`src/rtl/apb_ssi_fifo_regs_if.sv`:
```
// APB bus bundle between the bus master and the SSI register front-end.
interface apb_ssi_fifo_regs_if #(
  parameter int unsigned DATA_WIDTH = 32,
  parameter int unsigned ADDR_WIDTH = 12
);
  logic                  p_sel;
  logic                  p_enable;
  logic                  p_write;
  logic [ADDR_WIDTH-1:0] p_addr;
  logic [DATA_WIDTH-1:0] p_wdata;
  logic [DATA_WIDTH-1:0] p_rdata;
  logic                  p_ready;
  logic                  p_slverr;

  modport master (
    output p_sel, p_enable, p_write, p_addr, p_wdata,
    input  p_rdata, p_ready, p_slverr
  );

  modport slave (
    input  p_sel, p_enable, p_write, p_addr, p_wdata,
    output p_rdata, p_ready, p_slverr
  );
endinterface

```
`src/rtl/apb_ssi_fifo_regs.sv`:
```
// APB register front-end for the SSI core: config registers, TX/RX FIFOs, masked interrupts.
// Optional error responses are built when APB_SSI_PSLVERR_EN is defined.
module apb_ssi_fifo_regs #(
  parameter int unsigned DATA_WIDTH  = 32,
  parameter int unsigned ADDR_WIDTH  = 12,
  parameter int unsigned FRAME_WIDTH = 16,
  parameter int unsigned FIFO_DEPTH  = 8
) (
  input  logic                   p_clk,
  input  logic                   p_reset,
  apb_ssi_fifo_regs_if.slave     apb,
  output logic [15:0]            ssi_cr0,
  output logic [3:0]             ssi_cr1,
  output logic [7:0]             ssi_cpsdvsr,
  output logic [FRAME_WIDTH-1:0] tx_data,
  output logic                   tx_valid,
  input  logic                   tx_ready,
  input  logic                   rx_valid,
  input  logic [FRAME_WIDTH-1:0] rx_data,
  input  logic                   spi_bsy,
  output logic                   ssi_intr
);
  localparam int unsigned PW = $clog2(FIFO_DEPTH);
  localparam int unsigned CW = PW + 1;
  localparam int unsigned AW = ADDR_WIDTH - 2;
  localparam logic [CW-1:0] FULL_CNT = CW'(FIFO_DEPTH);
  localparam logic [CW-1:0] HALF_CNT = CW'(FIFO_DEPTH / 2);
  localparam logic [AW-1:0] A_CR0 = AW'(0), A_CR1 = AW'(1), A_DR = AW'(2), A_SR = AW'(3),
                            A_CPSR = AW'(4), A_IMSC = AW'(5), A_RIS = AW'(6), A_MIS = AW'(7),
                            A_ICR = AW'(8);

  typedef enum logic [1:0] {IDLE = 2'd0, SETUP = 2'd1, ACCESS = 2'd2} state_e;

  state_e state_q, state_d;
  logic [15:0] cr0_q;
  logic [3:0]  cr1_q;
  logic [7:0]  cpsr_q;
  logic [2:0]  imsc_q;
  logic        ror_q, intr_q;

  logic [FRAME_WIDTH-1:0] tx_mem [FIFO_DEPTH];
  logic [FRAME_WIDTH-1:0] rx_mem [FIFO_DEPTH];
  logic [PW-1:0] tx_wp_q, tx_wp_d, tx_rp_q, tx_rp_d, rx_wp_q, rx_wp_d, rx_rp_q, rx_rp_d;
  logic [CW-1:0] tx_cnt_q, tx_cnt_d, rx_cnt_q, rx_cnt_d;

  logic [AW-1:0] word_c;
  logic access_c, wr_c, rd_c;
  logic wr_cr0_c, wr_cr1_c, wr_dr_c, rd_dr_c, wr_cpsr_c, wr_imsc_c, wr_icr_c;
  logic sse_c, flush_c;
  logic tx_empty_c, tx_full_c, tx_push_c, tx_pop_c;
  logic rx_empty_c, rx_full_c, rx_push_c, rx_pop_c, ror_set_c;
  logic [2:0] ris_c, mis_c;
  logic [DATA_WIDTH-1:0] rdata_c;
  logic unused_ok;

  // state_d is the bus phase of the current cycle; state_q remembers the previous one
  always_ff @(posedge p_clk or posedge p_reset) begin
    if (p_reset) state_q <= IDLE;
    else         state_q <= state_d;
  end

  always_comb begin
    state_d = IDLE;
    case (state_q)
      IDLE:    if (apb.p_sel && !apb.p_enable) state_d = SETUP;
      SETUP:   if (apb.p_sel && apb.p_enable) state_d = ACCESS;
               else if (apb.p_sel)            state_d = SETUP;
      ACCESS:  if (apb.p_sel && !apb.p_enable) state_d = SETUP;
      default: state_d = IDLE;
    endcase
  end

  assign access_c  = (state_d == ACCESS);
  assign wr_c      = access_c & apb.p_write;
  assign rd_c      = access_c & ~apb.p_write;
  assign word_c    = apb.p_addr[ADDR_WIDTH-1:2];
  assign wr_cr0_c  = wr_c & (word_c == A_CR0);
  assign wr_cr1_c  = wr_c & (word_c == A_CR1);
  assign wr_dr_c   = wr_c & (word_c == A_DR);
  assign rd_dr_c   = rd_c & (word_c == A_DR);
  assign wr_cpsr_c = wr_c & (word_c == A_CPSR);
  assign wr_imsc_c = wr_c & (word_c == A_IMSC);
  assign wr_icr_c  = wr_c & (word_c == A_ICR);

  assign sse_c   = cr1_q[1];
  assign flush_c = wr_cr1_c & sse_c & ~apb.p_wdata[1];

  assign tx_empty_c = (tx_cnt_q == '0);
  assign tx_full_c  = (tx_cnt_q == FULL_CNT);
  assign tx_pop_c   = tx_valid & tx_ready;
  assign tx_push_c  = wr_dr_c & (~tx_full_c | tx_pop_c);
  assign rx_empty_c = (rx_cnt_q == '0);
  assign rx_full_c  = (rx_cnt_q == FULL_CNT);
  assign rx_pop_c   = rd_dr_c & ~rx_empty_c;
  assign rx_push_c  = rx_valid & (~rx_full_c | rx_pop_c);
  assign ror_set_c  = rx_valid & rx_full_c & ~rx_pop_c & ~flush_c;

  always_comb begin
    tx_wp_d = tx_wp_q; tx_rp_d = tx_rp_q; tx_cnt_d = tx_cnt_q;
    rx_wp_d = rx_wp_q; rx_rp_d = rx_rp_q; rx_cnt_d = rx_cnt_q;
    if (flush_c) begin
      tx_wp_d = '0; tx_rp_d = '0; tx_cnt_d = '0;
      rx_wp_d = '0; rx_rp_d = '0; rx_cnt_d = '0;
    end else begin
      if (tx_push_c) tx_wp_d = tx_wp_q + PW'(1);
      if (tx_pop_c)  tx_rp_d = tx_rp_q + PW'(1);
      if (tx_push_c && !tx_pop_c)      tx_cnt_d = tx_cnt_q + CW'(1);
      else if (!tx_push_c && tx_pop_c) tx_cnt_d = tx_cnt_q - CW'(1);
      if (rx_push_c) rx_wp_d = rx_wp_q + PW'(1);
      if (rx_pop_c)  rx_rp_d = rx_rp_q + PW'(1);
      if (rx_push_c && !rx_pop_c)      rx_cnt_d = rx_cnt_q + CW'(1);
      else if (!rx_push_c && rx_pop_c) rx_cnt_d = rx_cnt_q - CW'(1);
    end
  end

  // FIFO storage needs no reset: entries are only visible behind a non-zero count
  always_ff @(posedge p_clk) begin
    if (tx_push_c && !flush_c) tx_mem[tx_wp_q] <= apb.p_wdata[FRAME_WIDTH-1:0];
    if (rx_push_c && !flush_c) rx_mem[rx_wp_q] <= rx_data;
  end

  always_ff @(posedge p_clk or posedge p_reset) begin
    if (p_reset) begin
      cr0_q    <= '0;
      cr1_q    <= '0;
      cpsr_q   <= '0;
      imsc_q   <= '0;
      ror_q    <= 1'b0;
      intr_q   <= 1'b0;
      tx_wp_q  <= '0;
      tx_rp_q  <= '0;
      tx_cnt_q <= '0;
      rx_wp_q  <= '0;
      rx_rp_q  <= '0;
      rx_cnt_q <= '0;
    end else begin
      if (wr_cr0_c)  cr0_q  <= apb.p_wdata[15:0];
      if (wr_cr1_c)  cr1_q  <= apb.p_wdata[3:0];
      if (wr_cpsr_c) cpsr_q <= {apb.p_wdata[7:1], 1'b0};
      if (wr_imsc_c) imsc_q <= apb.p_wdata[2:0];
      if (ror_set_c)                          ror_q <= 1'b1;
      else if (wr_icr_c && apb.p_wdata[0])    ror_q <= 1'b0;
      intr_q   <= |mis_c;
      tx_wp_q  <= tx_wp_d;
      tx_rp_q  <= tx_rp_d;
      tx_cnt_q <= tx_cnt_d;
      rx_wp_q  <= rx_wp_d;
      rx_rp_q  <= rx_rp_d;
      rx_cnt_q <= rx_cnt_d;
    end
  end

  assign ris_c = {(tx_cnt_q <= HALF_CNT) & sse_c, (rx_cnt_q >= HALF_CNT), ror_q};
  assign mis_c = ris_c & imsc_q;

  always_comb begin
    rdata_c = '0;
    if (rd_c) begin
      case (word_c)
        A_CR0:   rdata_c = DATA_WIDTH'(cr0_q);
        A_CR1:   rdata_c = DATA_WIDTH'(cr1_q);
        A_DR:    if (!rx_empty_c) rdata_c = DATA_WIDTH'(rx_mem[rx_rp_q]);
        A_SR:    rdata_c = DATA_WIDTH'({spi_bsy, rx_full_c, ~rx_empty_c, ~tx_full_c, tx_empty_c});
        A_CPSR:  rdata_c = DATA_WIDTH'(cpsr_q);
        A_IMSC:  rdata_c = DATA_WIDTH'(imsc_q);
        A_RIS:   rdata_c = DATA_WIDTH'(ris_c);
        A_MIS:   rdata_c = DATA_WIDTH'(mis_c);
        default: rdata_c = '0;
      endcase
    end
  end

  assign apb.p_rdata = rdata_c;
  assign apb.p_ready = access_c;

`ifdef APB_SSI_PSLVERR_EN
  logic bad_wr_addr_c;
  assign bad_wr_addr_c = !(word_c inside {A_CR0, A_CR1, A_DR, A_CPSR, A_IMSC, A_ICR});
  // Dropped writes and empty reads still follow the normal side-effect rules
  assign apb.p_slverr = (wr_c & bad_wr_addr_c) | (wr_dr_c & tx_full_c & ~tx_pop_c) |
                        (rd_dr_c & rx_empty_c);
`else
  assign apb.p_slverr = 1'b0;
`endif

  assign ssi_cr0     = cr0_q;
  assign ssi_cr1     = cr1_q;
  assign ssi_cpsdvsr = cpsr_q;
  assign tx_data     = tx_mem[tx_rp_q];
  assign tx_valid    = ~tx_empty_c & sse_c;
  assign ssi_intr    = intr_q;
  assign unused_ok   = ^{apb.p_wdata, apb.p_addr[1:0]};
endmodule

```
`src/flat_wrapper.sv`:
```
// flat-port wrapper written by rule: the top's interface ports become plain ports
module apb_ssi_fifo_regs_flat 
#(
  parameter int unsigned DATA_WIDTH  = 32,
  parameter int unsigned ADDR_WIDTH  = 12,
  parameter int unsigned FRAME_WIDTH = 16,
  parameter int unsigned FIFO_DEPTH  = 8
)
  (p_clk, p_reset, ssi_cr0, ssi_cr1, ssi_cpsdvsr, tx_data, tx_valid, tx_ready, rx_valid, rx_data, spi_bsy, ssi_intr, apb_p_sel, apb_p_enable, apb_p_write, apb_p_addr, apb_p_wdata, apb_p_rdata, apb_p_ready, apb_p_slverr);
  apb_ssi_fifo_regs_if #(.DATA_WIDTH(DATA_WIDTH), .ADDR_WIDTH(ADDR_WIDTH)) apb_i ();
  input  logic p_clk;
  input  logic p_reset;
  output logic [15:0] ssi_cr0;
  output logic [3:0] ssi_cr1;
  output logic [7:0] ssi_cpsdvsr;
  output logic [FRAME_WIDTH-1:0] tx_data;
  output logic tx_valid;
  input  logic tx_ready;
  input  logic rx_valid;
  input  logic [FRAME_WIDTH-1:0] rx_data;
  input  logic spi_bsy;
  output logic ssi_intr;
  input wire logic [$bits(apb_i.p_sel)-1:0] apb_p_sel;
  input wire logic [$bits(apb_i.p_enable)-1:0] apb_p_enable;
  input wire logic [$bits(apb_i.p_write)-1:0] apb_p_write;
  input wire logic [$bits(apb_i.p_addr)-1:0] apb_p_addr;
  input wire logic [$bits(apb_i.p_wdata)-1:0] apb_p_wdata;
  output wire logic [$bits(apb_i.p_rdata)-1:0] apb_p_rdata;
  output wire logic [$bits(apb_i.p_ready)-1:0] apb_p_ready;
  output wire logic [$bits(apb_i.p_slverr)-1:0] apb_p_slverr;
  assign apb_i.p_sel = apb_p_sel;
  assign apb_i.p_enable = apb_p_enable;
  assign apb_i.p_write = apb_p_write;
  assign apb_i.p_addr = apb_p_addr;
  assign apb_i.p_wdata = apb_p_wdata;
  assign apb_p_rdata = apb_i.p_rdata;
  assign apb_p_ready = apb_i.p_ready;
  assign apb_p_slverr = apb_i.p_slverr;
  apb_ssi_fifo_regs #(.DATA_WIDTH(DATA_WIDTH), .ADDR_WIDTH(ADDR_WIDTH), .FRAME_WIDTH(FRAME_WIDTH), .FIFO_DEPTH(FIFO_DEPTH)) u_core (.p_clk(p_clk), .p_reset(p_reset), .apb(apb_i), .ssi_cr0(ssi_cr0), .ssi_cr1(ssi_cr1), .ssi_cpsdvsr(ssi_cpsdvsr), .tx_data(tx_data), .tx_valid(tx_valid), .tx_ready(tx_ready), .rx_valid(rx_valid), .rx_data(rx_data), .spi_bsy(spi_bsy), .ssi_intr(ssi_intr));
endmodule
```
`config.mk`:
```
export PLATFORM = sky130hd
export DESIGN_NAME = apb_ssi_fifo_regs_flat
export DESIGN_NICKNAME = d
export VERILOG_FILES = /design/src/rtl/apb_ssi_fifo_regs_if.sv /design/src/rtl/apb_ssi_fifo_regs.sv /design/src/flat_wrapper.sv
export SDC_FILE = /design/constraint.sdc
export NUM_CORES = 1
export LEC_CHECK = 0
export BUFFER_PORTS_ARGS = -buffer_cell sky130_fd_sc_hd__buf_4
export CORE_UTILIZATION = 40
export CTS_BUF_LIST = sky130_fd_sc_hd__clkbuf_2
export DETAILED_ROUTE_END_ITERATION = 12
export GPL_TIMING_DRIVEN = 0
export PLACE_DENSITY = 0.63
export SLEW_MARGIN = 20
export SYNTH_ARGS = -nofsm -noshare
export SYNTH_HDL_FRONTEND = slang
export SYNTH_SLANG_ARGS = --single-unit
```
`constraint.sdc`:
```
create_clock -name p_clk -period 3.35 [get_ports p_clk]
set_input_delay 0.67 -clock p_clk [delete_from_list [all_inputs] [get_ports p_clk]]
set_output_delay 0.67 -clock p_clk [all_outputs]
set_load 0.02 [all_outputs]
```
After elaboration in Yosys (flattened, before gate mapping)
Memories as Yosys holds them, arrays and structs flattened.
Cells that the tools add are included.
{"block": "op_classes", "bitwise": 31, "addsub": 8, "mux": 27, "magnitude_cmp": 2, "eq_ne": 13, "reduce_logical": 28}
{"op": "case mux 32 bit (8 select lines)", "count": 1}
{"op": "== test 10 x 3 -> 1 bit (second input constant)", "count": 4}
{"op": "two-way mux 32 bit", "count": 1}
{"op": "two-way mux 3 bit", "count": 8}
{"op": "two-way mux 4 bit", "count": 6}
{"op": "bitwise AND 1 bit", "count": 20}
{"op": "== test 10 x 2 -> 1 bit (second input constant)", "count": 2}
{"op": "two-way mux 16 bit", "count": 1}
{"op": "adder 3 x 1 -> 3 bit (second input constant)", "count": 4}
{"op": "== test 10 x 1 -> 1 bit (second input constant)", "count": 1}
{"op": "== test 10 x 4 -> 1 bit (second input constant)", "count": 1}
{"op": "zero test 10 bit", "count": 1}
{"op": "nonzero test 2 bit", "count": 5}
{"op": "logical AND 1 bit", "count": 9}
{"op": "adder 4 x 1 -> 4 bit (second input constant)", "count": 2}
{"op": "== test 4 bit (second input constant)", "count": 2}
{"op": "zero test 4 bit", "count": 2}
{"op": "two-way mux 1 bit", "count": 8}
{"op": "NOT 1 bit", "count": 8}
{"op": "subtractor 4 x 1 -> 4 bit (second input constant)", "count": 2}
{"op": "zero test 1 bit", "count": 6}
{"op": "nonzero test 3 bit", "count": 2}
{"op": "== test 2 bit (second input constant)", "count": 2}
{"op": "greater-or-equal comparator 4 x 3 -> 1 bit (second input constant)", "count": 1}
{"op": "9 further kinds", "count": 10}
{"block": "totals", "ram_bits": 256, "elab_cells": 124, "memories": 2, "reg_bits": 54}
{"memory": "u_core.rx_mem", "words": 8, "width": 16, "read_ports": 1, "rd_ports_with_merged_regs": 0, "wr": 1, "line": "apb_ssi_fifo_regs.sv:42", "source": "logic [FRAME_WIDTH-1:0] rx_mem [FIFO_DEPTH];"}
{"memory": "u_core.tx_mem", "words": 8, "width": 16, "read_ports": 1, "rd_ports_with_merged_regs": 0, "wr": 1, "line": "apb_ssi_fifo_regs.sv:41", "source": "logic [FRAME_WIDTH-1:0] tx_mem [FIFO_DEPTH];"}

Longest topological paths before layout
Gate-level depths: netlist (run 1).
{"block": "logic_depth", "word_depth": 15, "ltp_mapped": 13, "depth_no_buf": 11}

Worst setup path after synthesis (run 1)
No wires, ideal clock.
{"block": "synth_timing", "path_kind": "input port to flip-flop", "startpoint": "input port apb_p_addr[5]", "endpoint": "memory u_core.rx_mem[5][0], enable pin", "setup_time_ns": 0.436, "cell_stages": 6, "path_slack_ns": -0.506, "arrival_time_ns": 3.420, "cell_sequence": "clkbuf_1 -> nor4b_4 -> and2_1 -> buf_2 -> a21oi_2 -> nor4b_1"}
{"block": "synth_between", "elab_chain_len": 8, "elab_cells_between_ends": 13, "classes_between": "eq/ne (2); mux (2); bitwise (7); reduce/logical (2)"}
{"element": "start, declared", "line": "flat_wrapper.sv:26", "source": "input wire logic [$bits(apb_i.p_addr)-1:0] apb_p_addr;"}
{"element": "== test 10 x 2 -> 1 bit / == test 10 x 1 -> 1 bit (equally long branches)", "line": "apb_ssi_fifo_regs.sv:80, apb_ssi_fifo_regs.sv:78"}
{"element": "bitwise AND 1 bit, on equally long branches", "line": "apb_ssi_fifo_regs.sv:80, apb_ssi_fifo_regs.sv:78"}
{"element": "bitwise AND 1 bit, on equally long branches", "line": "apb_ssi_fifo_regs.sv:94, apb_ssi_fifo_regs.sv:86"}
{"element": "bitwise OR 1 bit / bitwise AND 1 bit (equally long branches)", "line": "apb_ssi_fifo_regs.sv:95, apb_ssi_fifo_regs.sv:86"}
{"element": "bitwise AND 1 bit / zero test 1 bit (equally long branches)", "line": "apb_ssi_fifo_regs.sv:95, apb_ssi_fifo_regs.sv:119"}
{"element": "logical AND 1 bit (*)", "line": "apb_ssi_fifo_regs.sv:119", "source": "if (rx_push_c && !flush_c) rx_mem[rx_wp_q] <= rx_data;"}
{"element": "two-way mux 1 bit (*)", "line": "apb_ssi_fifo_regs.sv:119"}
{"element": "two-way mux 1 bit (not written as such) (*)", "line": "apb_ssi_fifo_regs.sv:119"}
{"element": "end, declared", "line": "apb_ssi_fifo_regs.sv:42"}
Mark *: on every way between the ends. The rest lies on a longest branch, timed or not.

Worst setup path in the final report (run 1)
{"block": "layout_timing", "startpoint": "register u_core.rx_rp_q[0]", "endpoint": "output port apb_p_rdata[15]"}
{"block": "layout_between", "elab_chain_len": 4}
{"element": "start, declared", "line": "apb_ssi_fifo_regs.sv:43", "source": "logic [PW-1:0] tx_wp_q, tx_wp_d, tx_rp_q, tx_rp_d, rx_wp_q, rx_wp_d, rx_rp_q, rx_rp_d;"}
{"element": "start signal, assigned", "line": "apb_ssi_fifo_regs.sv:148", "source": "rx_rp_q <= rx_rp_d;"}
{"element": "memory read (8 x 16 bit)"}
{"element": "two-way mux 16 bit", "line": "apb_ssi_fifo_regs.sv:162", "source": "A_DR: if (!rx_empty_c) rdata_c = DATA_WIDTH'(rx_mem[rx_rp_q]);"}
{"element": "case mux 32 bit (8 select lines)", "line": "apb_ssi_fifo_regs.sv:159", "source": "case (word_c)"}
{"element": "two-way mux 32 bit", "line": "apb_ssi_fifo_regs.sv:158", "source": "if (rd_c) begin"}
{"element": "end, declared", "line": "flat_wrapper.sv:28", "source": "output wire logic [$bits(apb_i.p_rdata)-1:0] apb_p_rdata;"}
Every way passes these cells.

==> results of run 1 <==
[power breakdown]
group / internal [µW] / switching (µW)
Combinational: 388 / 536
Clock: 962 / 1520
Sequential: 4460 / 91.8
[cell type report]
class                      instances  area share (%)
tap                              435           3.324
multi-input combinational        357           24.64
clock inverter                    26          0.7566
clock buffer                     118           3.607
inverter                          15          0.3592
buffer                            47           2.484
timing repair buffer             190           9.576
sequential                       310           55.24
antenna                            1         0.01528
[flip-flops by register name, summed over array words and instances (netlist names)]
name	cells
u_core.ror_q	1
u_core.tx_rp_q	3
u_core.rx_wp_q	3
u_core.tx_cnt_q	4
u_core.ssi_intr	1
u_core.state_q	2
u_core.rx_rp_q	3
u_core.tx_mem	128
u_core.imsc_q	3
u_core.ssi_cr0	16
u_core.ssi_cr1	4
u_core.rx_mem	128
u_core.tx_wp_q	3
u_core.rx_cnt_q	4
u_core.ssi_cpsdvsr	7
[per-layer routing]
| layer | up-vias | wire (µm) |
|---|---|---|
| met1 | 3915 | 12430 |
| met4 | 0 | 587 |
| met3 | 42 | 1813 |
| li1 | 3471 | - |
| met5 | - | 0 |
| met2 | 248 | 15840 |
[worst max-delay path by stage]
stage                                      end
after CTS                      apb_p_rdata[15]
after floorplan            u_core.rx_mem[5][0]
final                          apb_p_rdata[15]
after global routing           apb_p_rdata[15]
after detailed placement  u_core.rx_mem[3][14]
after global placement    u_core.rx_mem[0][11]
[worst max-delay path: cells and delay by family, from the launching register on]
family                 cells  cell delay (ps)
AOI/OAI and AO/OA          1              120
muxes                      2              760
buffers and inverters      5              640
DFF                        1              370
[stage by stage]
step	area, µm²	instances	TNS [ps]
final	16370	1499	-23.97
after CTS	16220	1490	-310.1
after global placement	14460	1278	-392690
after detailed placement	14820	1315	-2492
after floorplan	13100	734	-48020
after global routing	16370	1499	-505.5
[layout by cell type, fill, tap and decap left out, drive strengths merged, types with 19 or more instances in the layout]
master / count
a21oi: 19
buf: 205
clkbuf: 129
clkinv: 22
dfrtp: 54
dlygate4sd3: 21
edfxtp: 256
inv: 19
mux2: 53
mux2i: 19
mux4: 64
nor2: 26
[kinds of logic (layout without fill, tap and decap cells)]
logic type	after synthesis	in the layout	synth area share [%]
DFF	310	310	69.38
xor gates and xnor gates	6	6	0.4034
AOI/OAI and AO/OA	72	72	3.621
buffers and inverters	67	396	2.728
adders and majority gates	12	12	1.268
muxes	136	136	17.11
and+or+nand+nor	113	113	5.465
other	1	19	0.02879
[what timing repair did]
| action | in CTS | in global routing |
|---|---|---|
| buffers inserted | 13 | 9 |
| hold endpoints to repair | 154 | 0 |
| gates cloned | 2 | 0 |
| setup endpoints to repair | 32 | 28 |
| hold buffers | 21 | 0 |
| resized for setup | 92 | 21 |
| pin swaps | 12 | 9 |
==> PnR_summary.wiki, run 1 <==
{| class="wikitable"
! Metric !! Value
|-
| TritonCTS Buffers || 81
|-
| Floorplan die height || 182.5 µm
|-
| Area of the mapped netlist || 0.01303 mm²
|-
| Worst-path clk slew || 100 ps
|-
| Antenna violations before repair || 1
|-
| Run status || finished with violations
|-
| Worst VDD drop || 0.2404 mV
|-
| Vias in the first global route || 8,099
|-
| Warnings, synthesis || 0
|-
| End of the worst register-to-register path || u_core.tx_cnt_q[3]
|-
| Critical Path, Cell by Cell || buf_6 > buf_12 > buf_12 > buf_6 > mux4_2 > mux2i_4 > o2bb2ai_4 > buf_6
|-
| Number of cells produced by synthesis || 717
|-
| Highest clock frequency the design can meet || 296.4 MHz
|-
| Kind of end point of the critical path || primary output
|-
| Total Wirelength || 30,670 µm
|-
| Worst hold endpoint || u_core.rx_mem[4][1]
|-
| Maximum number of buffers from clock root to sink || 3
|-
| Multi-input combinational cell area || 0.004034 mm²
|-
| Most used cell along the critical path || buf_6
|-
| Final setup slack of the worst path || -23.97 ps
|-
| RR Startpoint || u_core.tx_cnt_q[0]
|-
| Worst reg-to-reg setup slack || 290 ps
|-
| Global route hottest layer || met2
|-
| Largest net degree at the start of global routing || 55
|-
| Die ar. || 0.03330 mm²
|-
| Cell type with the highest aggregate area in the netlist || edfxtp_1
|-
| Sequential fraction of the synthesis area || 69.38%
|-
| Sinks on the clock net || 310
|-
| Unique masters post-synth || 64
|-
| Met3 Resource Use GR || 4.610%
|-
| Required time at the endpoint of the critical path || 2680 ps
|-
| Wire length of the first global-routing pass || 47,270 µm
|-
| Cells taking the most area after synthesis || edfxtp_1 59%, mux4_2 11%, dfrtp_1 10%
|-
| Placed wire-length estimate after detailed placement || 21,000 µm
|-
| Setup repair after global routing missed its margin || true
|-
| Top post-synthesis cells by count || 256 x edfxtp_1, 64 x mux4_2, 54 x dfrtp_1
|-
| Synthesized area per cell || 18.17 µm²
|-
| GRT Total Usage || 19.05%
|-
| Detailed-route wire length per cell || 20.46 µm
|-
| Clock skew after layout || 103.9 ps
|-
| Count of routing violations after the opening detailed-route iteration || 484
|-
| Final Util || 51.49%
|-
| Arrival time at the worst endpoint || 2700 ps
|-
| Via-to-Cell Ratio || 5.121
|-
| Fill cell total of the finished layout || 2,682
|-
| Hold Violations, Final || 0
|-
| Critical Path Fanout Max || 7
|-
| GR Layer Usage met2 || 32.98%
|-
| Path type of the worst min-delay path || input port to flop
|-
| Final net count || 1,082
|-
| TritonCTS clock tree || yes
|-
| Number of register bits inferred by synthesis || 310
|-
| Number of enable flip-flop cells after synthesis || 256
|-
| Cell at the root of the clock tree || clkbuf_2
|-
| Core area || 0.03180 mm²
|-
| Worst Hold Depth || 1
|-
| Pre-CTS setup slack || -214.4 ps
|-
| Max stage delay cell, worst path || mux4_2
|-
| Number of max-cap violations || 0
|-
| Clock insertion delay at the later pin of the skew report || 860 ps
|-
| Worst hold-check slack || 69.77 ps
|-
| Tightest Pin Transition || 714.0 ps
|-
| Flip-flop and latch area || 0.009044 mm²
|-
| Flip-flop cell with the highest count after synthesis || edfxtp_1
|-
| Setup Viol. Count Final || 1
|-
| Detailed-routing iteration count for the pre-antenna-repair pass || 4
|-
| Drc violations || 0
|-
| Part of the cycle the worst path needs || 100.7%
|-
| Worst rel slew slack || 52.00%
|-
| Number of cells on the worst reg-to-reg path || 11
|-
| Cell area power density || 486.0 mW/mm²
|-
| CTS H-Tree Depth || 3
|-
| GRT met1 Usage || 23.30%
|-
| Overall power of the completed layout || 7957 µW
|-
| Crit path from || u_core.rx_rp_q[0]
|-
| Share of the synthesized area in the top cell type || 59.01%
|-
| Count of antenna-violating nets left after detailed routing || 0
|-
| Largest stage delay on the critical path || 530 ps
|-
| Top Ports || 148
|-
| Kind of start point of the critical path || flop
|-
| Period minus WS final || 3374 ps
|-
| Leakage component of the power || 0.006119 µW
|-
| Vias after detailed routing || 7,676
|-
| Count leader, synth || edfxtp_1
|-
| Async S/R FF share, synth || 17.42%
|-
| Crit Path Class || flop to primary output
|-
| Failing checks || setup timing
|-
| Number of cell rows || 65
|-
| Final weighted congestion of routability-driven global placement || 0.8317
|-
| Startpoint of the tightest hold check path || rx_data[1]
|-
| Final max-slew violation count || 0
|-
| Die Wd || 182.5 µm
|-
| Total congestion overflow || 0
|-
| Initial Utilization || 40.97%
|-
| Area growth, synth to finish || 25.67%
|-
| Port Buf Inserts || 109
|-
| Fraction of final layout cells sized beyond drive strength 1 || 48.73%
|}
Note: power is estimated with default switching activity, not from simulation.
==> run 2: changes to the inputs <==
SETUP_SLACK_MARGIN = 0.4   (was not set)
==> run 2 against run 1 <==
  * Via count up 0.66%
  * Register-to-register slack gained 260 ps
  * Worst hold slack better by 4.8 ps
  * The flow still finishes with violations (setup timing)
  * Setup slack worse by 65 ps
  * Critical path depth did not move
  * Global-route usage grew 0.095 points
  * Highest routed layer unchanged
  * Core utilization increased by 2.4 points
  * Die area did not move
  * Combinational power up 7.1%
==> PnR_summary.wiki, run 2 (synthesis results as in run 1) <==
{| class="wikitable"
! Metric !! Value
|-
| Floorplan die height || 182.5 µm
|-
| Top Ports || 148
|-
| Die ar. || 0.03330 mm²
|-
| Relative contribution of sequential cells to total power || 55.7%
|-
| Number of max-cap violations || 0
|-
| Max stage delay cell, worst path || mux4_2
|-
| Path type of the worst min-delay path || input port to flop
|-
| Routed metal-1 wire length || 12,380 µm
|-
| Part of the cycle the worst path needs || 102.6%
|-
| Worst Setup EP || apb_p_rdata[6]
|-
| GRT Total Usage || 19.14%
|-
| Final setup slack of the worst path || -88.61 ps
|-
| Final max-slew violation count || 0
|-
| Critical Path, Cell by Cell || buf_6 > buf_12 > buf_8 > buf_6 > mux4_2 > mux2i_1 > o22ai_2 > buf_6
|-
| Worst-path clk slew || 100 ps
|-
| Total congestion overflow || 0
|-
| End of the worst register-to-register path || u_core.rx_mem[2][13]
|-
| Clock insertion delay at the later pin of the skew report || 900 ps
|-
| Hold Violations, Final || 0
|-
| Post-Place Cells || 1,303
|-
| Count of antenna-violating nets left after detailed routing || 0
|-
| Detailed-route wire length per cell || 20.42 µm
|-
| Tightest Pin Transition || 992.5 ps
|-
| Most used cell along the critical path || buf_6
|-
| Count of routing violations after the opening detailed-route iteration || 361
|-
| Run status || finished with violations
|-
| Required time at the endpoint of the critical path || 2680 ps
|-
| Routed wire length on met3 || 1552 µm
|-
| Final net count || 1,103
|-
| Total negative slack || -394.2 ps
|-
| Setup Viol. Count Final || 10
|-
| Kind of start point of the critical path || flop
|-
| P_int || 5999 µW
|-
| Antenna violations before repair || 1
|-
| Crit path from || u_core.rx_rp_q[0]
|-
| TritonCTS Buffers || 79
|-
| Cell at the root of the clock tree || clkbuf_2
|-
| RR Startpoint || u_core.state_q[1]
|-
| Wire length of the first global-routing pass || 47,310 µm
|-
| CTS H-Tree Depth || 3
|-
| Final weighted congestion of routability-driven global placement || 0.8177
|-
| Highest routed metal layer || met4
|-
| Initial Utilization || 40.97%
|-
| Core area || 0.03180 mm²
|-
| Via-to-Cell Ratio || 5.090
|-
| Cell area power density || 478.0 mW/mm²
|-
| Port Buf Inserts || 109
|-
| Drc violations || 0
|-
| Area growth, synth to finish || 31.48%
|-
| Leakage component of the power || 0.006376 µW
|-
| Count of placed standard cells in the final layout, fillers left out || 1,518
|-
| Number of cell rows || 65
|-
| Worst VDD drop || 0.2281 mV
|-
| Arrival time at the worst endpoint || 2770 ps
|-
| Worst reg-to-reg setup slack || 550 ps
|-
| Fill cell total of the finished layout || 2,569
|-
| Clock skew after layout || 98.74 ps
|-
| Placed wire-length estimate after detailed placement || 20,810 µm
|-
| Vias in the first global route || 8,108
|-
| Vias after detailed routing || 7,727
|-
| Switching power summed over all nets || 2188 µW
|-
| Critical Path Fanout Max || 6
|-
| Commonest non-fill, non-tap cell in the layout || edfxtp_1
|-
| Period minus WS final || 3439 ps
|-
| Startpoint of the tightest hold check path || rx_data[8]
|-
| Failing checks || setup timing
|-
| Maximum number of buffers from clock root to sink || 3
|-
| Worst hold-check slack || 74.53 ps
|-
| Relative contribution of combinational cells to total power || 12.1%
|-
| Clock power frac || 32.2%
|-
| Crit Path Class || flop to primary output
|-
| Setup repair after global routing missed its margin || true
|-
| Commonest cells after routing, fill and taps aside || 256 x edfxtp_1, 132 x buf_4, 122 x clkbuf_2
|-
| Total Wirelength || 30,990 µm
|-
| Final Util || 53.87%
|-
| Detailed-routing iteration count for the pre-antenna-repair pass || 5
|-
| Die Wd || 182.5 µm
|-
| Sinks on the clock net || 310
|-
| Highest clock frequency the design can meet || 290.8 MHz
|-
| Kind of end point of the critical path || primary output
|-
| Number of cells on the worst reg-to-reg path || 7
|-
| TritonCTS clock tree || yes
|-
| Fraction of final layout cells sized beyond drive strength 1 || 49.72%
|-
| Overall power of the completed layout || 8187 µW
|-
| Largest stage delay on the critical path || 500 ps
|-
| Worst rel slew slack || 33.83%
|-
| Largest net degree at the start of global routing || 54
|-
| Routed met2 length || 16,340 µm
|-
| Switching part of the total power || 26.73%
|}
==> run 2: through the flow <==
step / worst slack, ps / area (µm²)
6_report: -88.61 / 17130
5_1_grt: -187.8 / 17130
2_1_floorplan: 197.4 / 13150
3_3_place_gp: -1135 / 14510
4_1_cts: -120.1 / 16840
3_5_place_dp: -199.3 / 14920
==> run 2: repair_timing <==
| action | CTS | global route |
|---|---|---|
| resized for setup | 141 | 39 |
| endpoints found under the setup margin | 36 | 45 |
| hold endpoints to repair | 213 | 1 |
| buffers inserted | 25 | 14 |
| pin swaps | 15 | 12 |
| hold buffers | 29 | 1 |
| cloned | 5 | 0 |
==> run 2: layout make-up <==
class | count | area (µm²) | share of cell area [%]
Sequential cell | 310 | 9044 | 52.80
Clock inverter | 21 | 157.7 | 0.9204
Inverter | 15 | 58.81 | 0.3433
Timing Repair Buffer | 208 | 2048 | 11.96
Multi-Input combinational cell | 357 | 4218 | 24.62
Buffer | 52 | 460.4 | 2.688
Clock buffer | 119 | 595.6 | 3.477
Antenna cell | 1 | 2.502 | 0.01461
Tap cell | 435 | 544.3 | 3.178
==> run 2: routing by layer <==
| metal | vias to the layer above | global-route usage [%] |
|---|---|---|
| met5 | - | 0 |
| met4 | 0 | 7.462 |
| met3 | 59 | 3.792 |
| met2 | 231 | 33.30 |
| met1 | 3919 | 23.48 |
| li1 | 3518 | - |
==> run 2: critical path, delay by kind of cell, from the launching register on <==
family                 cells  cell delay (ps)
AO/OA/AOI/OAI              1              150
multiplexers               2              720
buffers and inverters      5              660
flip-flops                 1              390
==> run 2: power by group through the flow <==
stage | registers [µW] | logic (µW) | clock network (µW)
floorplan | 4620 | 499 | 0
global placement | 4650 | 741 | 0
detailed placement | 4650 | 890 | 0
CTS | 4560 | 965 | 2710
global route | 4590 | 1080 | 2910
finish | 4560 | 990 | 2630
==> run 2: how the worst min path moves through the flow <==
stage / to / slack, ps / cells after the start
final: u_core.rx_mem[0][8] / 70 / 1
after global routing: u_core.rx_mem[0][8] / 20 / 1
after CTS: u_core.rx_mem[1][11] / 5 / 1
after detailed placement: u_core.state_q[0] / 460 / 1
after global placement: u_core.state_q[0] / 440 / 1
after floorplan: u_core.state_q[0] / 430 / 1
==> run 3: changes to the inputs <==
PLACE_DENSITY = 0.61   (was 0.63)
clock period = 4.31 ns   (was 3.35 ns; I/O delays follow)
==> run 3 against run 2 <==
  * The run now ends clean
  * Die area unchanged
  * Cell area down 8.4%
  * Global-route usage down 0.80 points
  * Sequential power down 22%
  * Final cell count down 3.4%
  * Clock power down 23%
  * Total power down 24%
  * Critical path type unchanged
  * Critical endpoint is now apb_p_rdata[7]
==> PnR_summary.wiki, run 3 (synthesis results as in run 1) <==
{| class="wikitable"
! Metric !! Value
|-
| Fraction of final layout cells sized beyond drive strength 1 || 45.68%
|-
| Kind of start point of the critical path || flop
|-
| Detailed-routing iteration count for the pre-antenna-repair pass || 4
|-
| Drc violations || 0
|-
| Post-Place Cells || 1,317
|-
| Relative contribution of combinational cells to total power || 10.4%
|-
| Worst VDD drop || 0.1845 mV
|-
| Worst reg-to-reg setup slack || 1240 ps
|-
| Post-route cell area || 0.01570 mm²
|-
| Arrival time at the worst endpoint || 2890 ps
|-
| TritonCTS clock tree || yes
|-
| Setup repair after global routing missed its margin || false
|-
| Cell area power density || 395.2 mW/mm²
|-
| Number of max-cap violations || 0
|-
| Floorplan die height || 182.5 µm
|-
| Tightest Pin Transition || 828.3 ps
|-
| Largest stage delay on the critical path || 580 ps
|-
| Sinks on the clock net || 310
|-
| Maximum number of buffers from clock root to sink || 3
|-
| Port Buf Inserts || 109
|-
| Switching part of the total power || 26.77%
|-
| Run status || finished clean
|-
| Wire length of the first global-routing pass || 45,360 µm
|-
| Clock insertion delay at the later pin of the skew report || 890 ps
|-
| Total congestion overflow || 0
|-
| Cell at the root of the clock tree || clkbuf_2
|-
| Vias after detailed routing || 7,427
|-
| Path type of the worst min-delay path || input port to flop
|-
| Die Wd || 182.5 µm
|-
| TritonCTS Buffers || 80
|-
| Via-to-Cell Ratio || 5.063
|-
| Commonest cells after routing, fill and taps aside || 256 x edfxtp_1, 151 x buf_4, 125 x clkbuf_2
|-
| Detailed-route wire length per cell || 20.22 µm
|-
| Final net count || 1,045
|-
| Required time at the endpoint of the critical path || 3450 ps
|-
| Die ar. || 0.03330 mm²
|-
| Post-CTS Setup Bufs || 0
|-
| Largest net degree at the start of global routing || 54
|-
| Final max-slew violation count || 0
|-
| Final weighted congestion of routability-driven global placement || 0.8099
|-
| Placed wire-length estimate after detailed placement || 20,740 µm
|-
| CTS H-Tree Depth || 3
|-
| Clock skew after layout || 105.4 ps
|-
| Final Util || 49.36%
|-
| Pre-CTS setup slack || 431.9 ps
|-
| Vias in the first global route || 7,702
|-
| Area growth, synth to finish || 20.49%
|-
| Critical Path, Cell by Cell || or4_4 > and2_1 > buf_2 > nand2_1 > clkbuf_4 > o22ai_1 > buf_4
|-
| Count of routing violations after the opening detailed-route iteration || 483
|-
| Antenna violations before repair || 1
|-
| Part of the cycle the worst path needs || 87.09%
|-
| P_int || 4543 µW
|-
| Worst-path clk slew || 110 ps
|-
| Leakage component of the power || 0.005839 µW
|-
| Core area || 0.03180 mm²
|-
| Post-place instance area || 0.01484 mm²
|-
| Relative contribution of sequential cells to total power || 57.1%
|-
| Critical Path Fanout Max || 10
|-
| Period minus WS final || 3754 ps
|-
| Top Ports || 148
|-
| Setup Viol. Count Final || 0
|-
| Kind of end point of the critical path || primary output
|-
| Clock power frac || 32.5%
|-
| Number of cell rows || 65
|-
| Switching power summed over all nets || 1660 µW
|-
| Hold Violations, Final || 0
|-
| Count of placed standard cells in the final layout, fillers left out || 1,467
|-
| Initial Utilization || 40.97%
|-
| Total Wirelength || 29,660 µm
|-
| Max stage delay cell, worst path || or4_4
|-
| Worst rel slew slack || 44.78%
|-
| Count of antenna-violating nets left after detailed routing || 0
|-
| Commonest non-fill, non-tap cell in the layout || edfxtp_1
|-
| Highest clock frequency the design can meet || 266.4 MHz
|-
| GRT Total Usage || 18.35%
|-
| Crit Path Class || flop to primary output
|-
| Final setup slack of the worst path || 556.5 ps
|}
==> run 3: power by group through the flow <==
stage               clock, µW  combinational, µW  sequential, µW
floorplan                   0                371            3590
global placement            0                558            3620
detailed placement          0                647            3610
CTS                      2080                654            3540
global route             2230                713            3570
finish                   2020                643            3540
==> run 3: metrics by stage <==
step | total power, µW | setup TNS [ps] | hold slack [ps]
finish | 6204 | 0 | 194.6
global route | 6504 | 0 | 123.0
CTS | 6279 | 0 | 102.1
detailed placement | 4258 | 0 | 459.4
global placement | 4182 | -250550 | 448.4
floorplan | 3965 | 0 | 427.2
==> run 3: repair_timing <==
| item | in CTS | in global routing |
|---|---|---|
| hold buffers | 1 | 0 |
| setup endpoints to repair | 25 | 20 |
| resized for setup | 19 | 12 |
| hold endpoints to repair | 5 | 0 |
==> run 3: cell type report <==
class                      instances  area (µm²)
fill                            2780       16100
sequential                       310        9040
multi-input combinational        357        3801
timing repair buffer             149        1131
clock buffer                     119       595.6
tap                              435       544.3
buffer                            52       359.1
clock inverter                    29       163.9
inverter                          15       58.81
antenna                            1       2.502
==> run 3: routing by layer <==
metal	part of all wire [%]	vias up	GRT usage, %
met5	0	-	0
met2	51	189	30.81
met4	2.0	0	6.824
li1	-	3409	-
met1	42	3776	23.50
met3	4.6	53	3.792
==> run 3: final timing paths <==
| check | cells after the start | to | start |
|---|---|---|---|
| max | 7 | apb_p_rdata[7] | u_core.rx_cnt_q[1] |
| min | 1 | u_core.rx_mem[2][10] | rx_data[10] |
| max reg2reg | 12 | u_core.rx_cnt_q[3] | u_core.rx_cnt_q[1] |
| min reg2reg | 1 | u_core.state_q[0] | u_core.state_q[1] |
| max in group asynchronous | 4 | u_core.state_q[1] | p_reset |
| min in group asynchronous | 3 | u_core.ssi_cr0[13] | p_reset |
==> run 3: worst max-delay path, delay by kind of cell, from the launching register on <==
family | cells | cell delay, ps
and+or+nand+nor | 3 | 870
AOI/OAI and AO/OA | 1 | 150
buffers and inverters | 3 | 570
DFF | 1 | 450
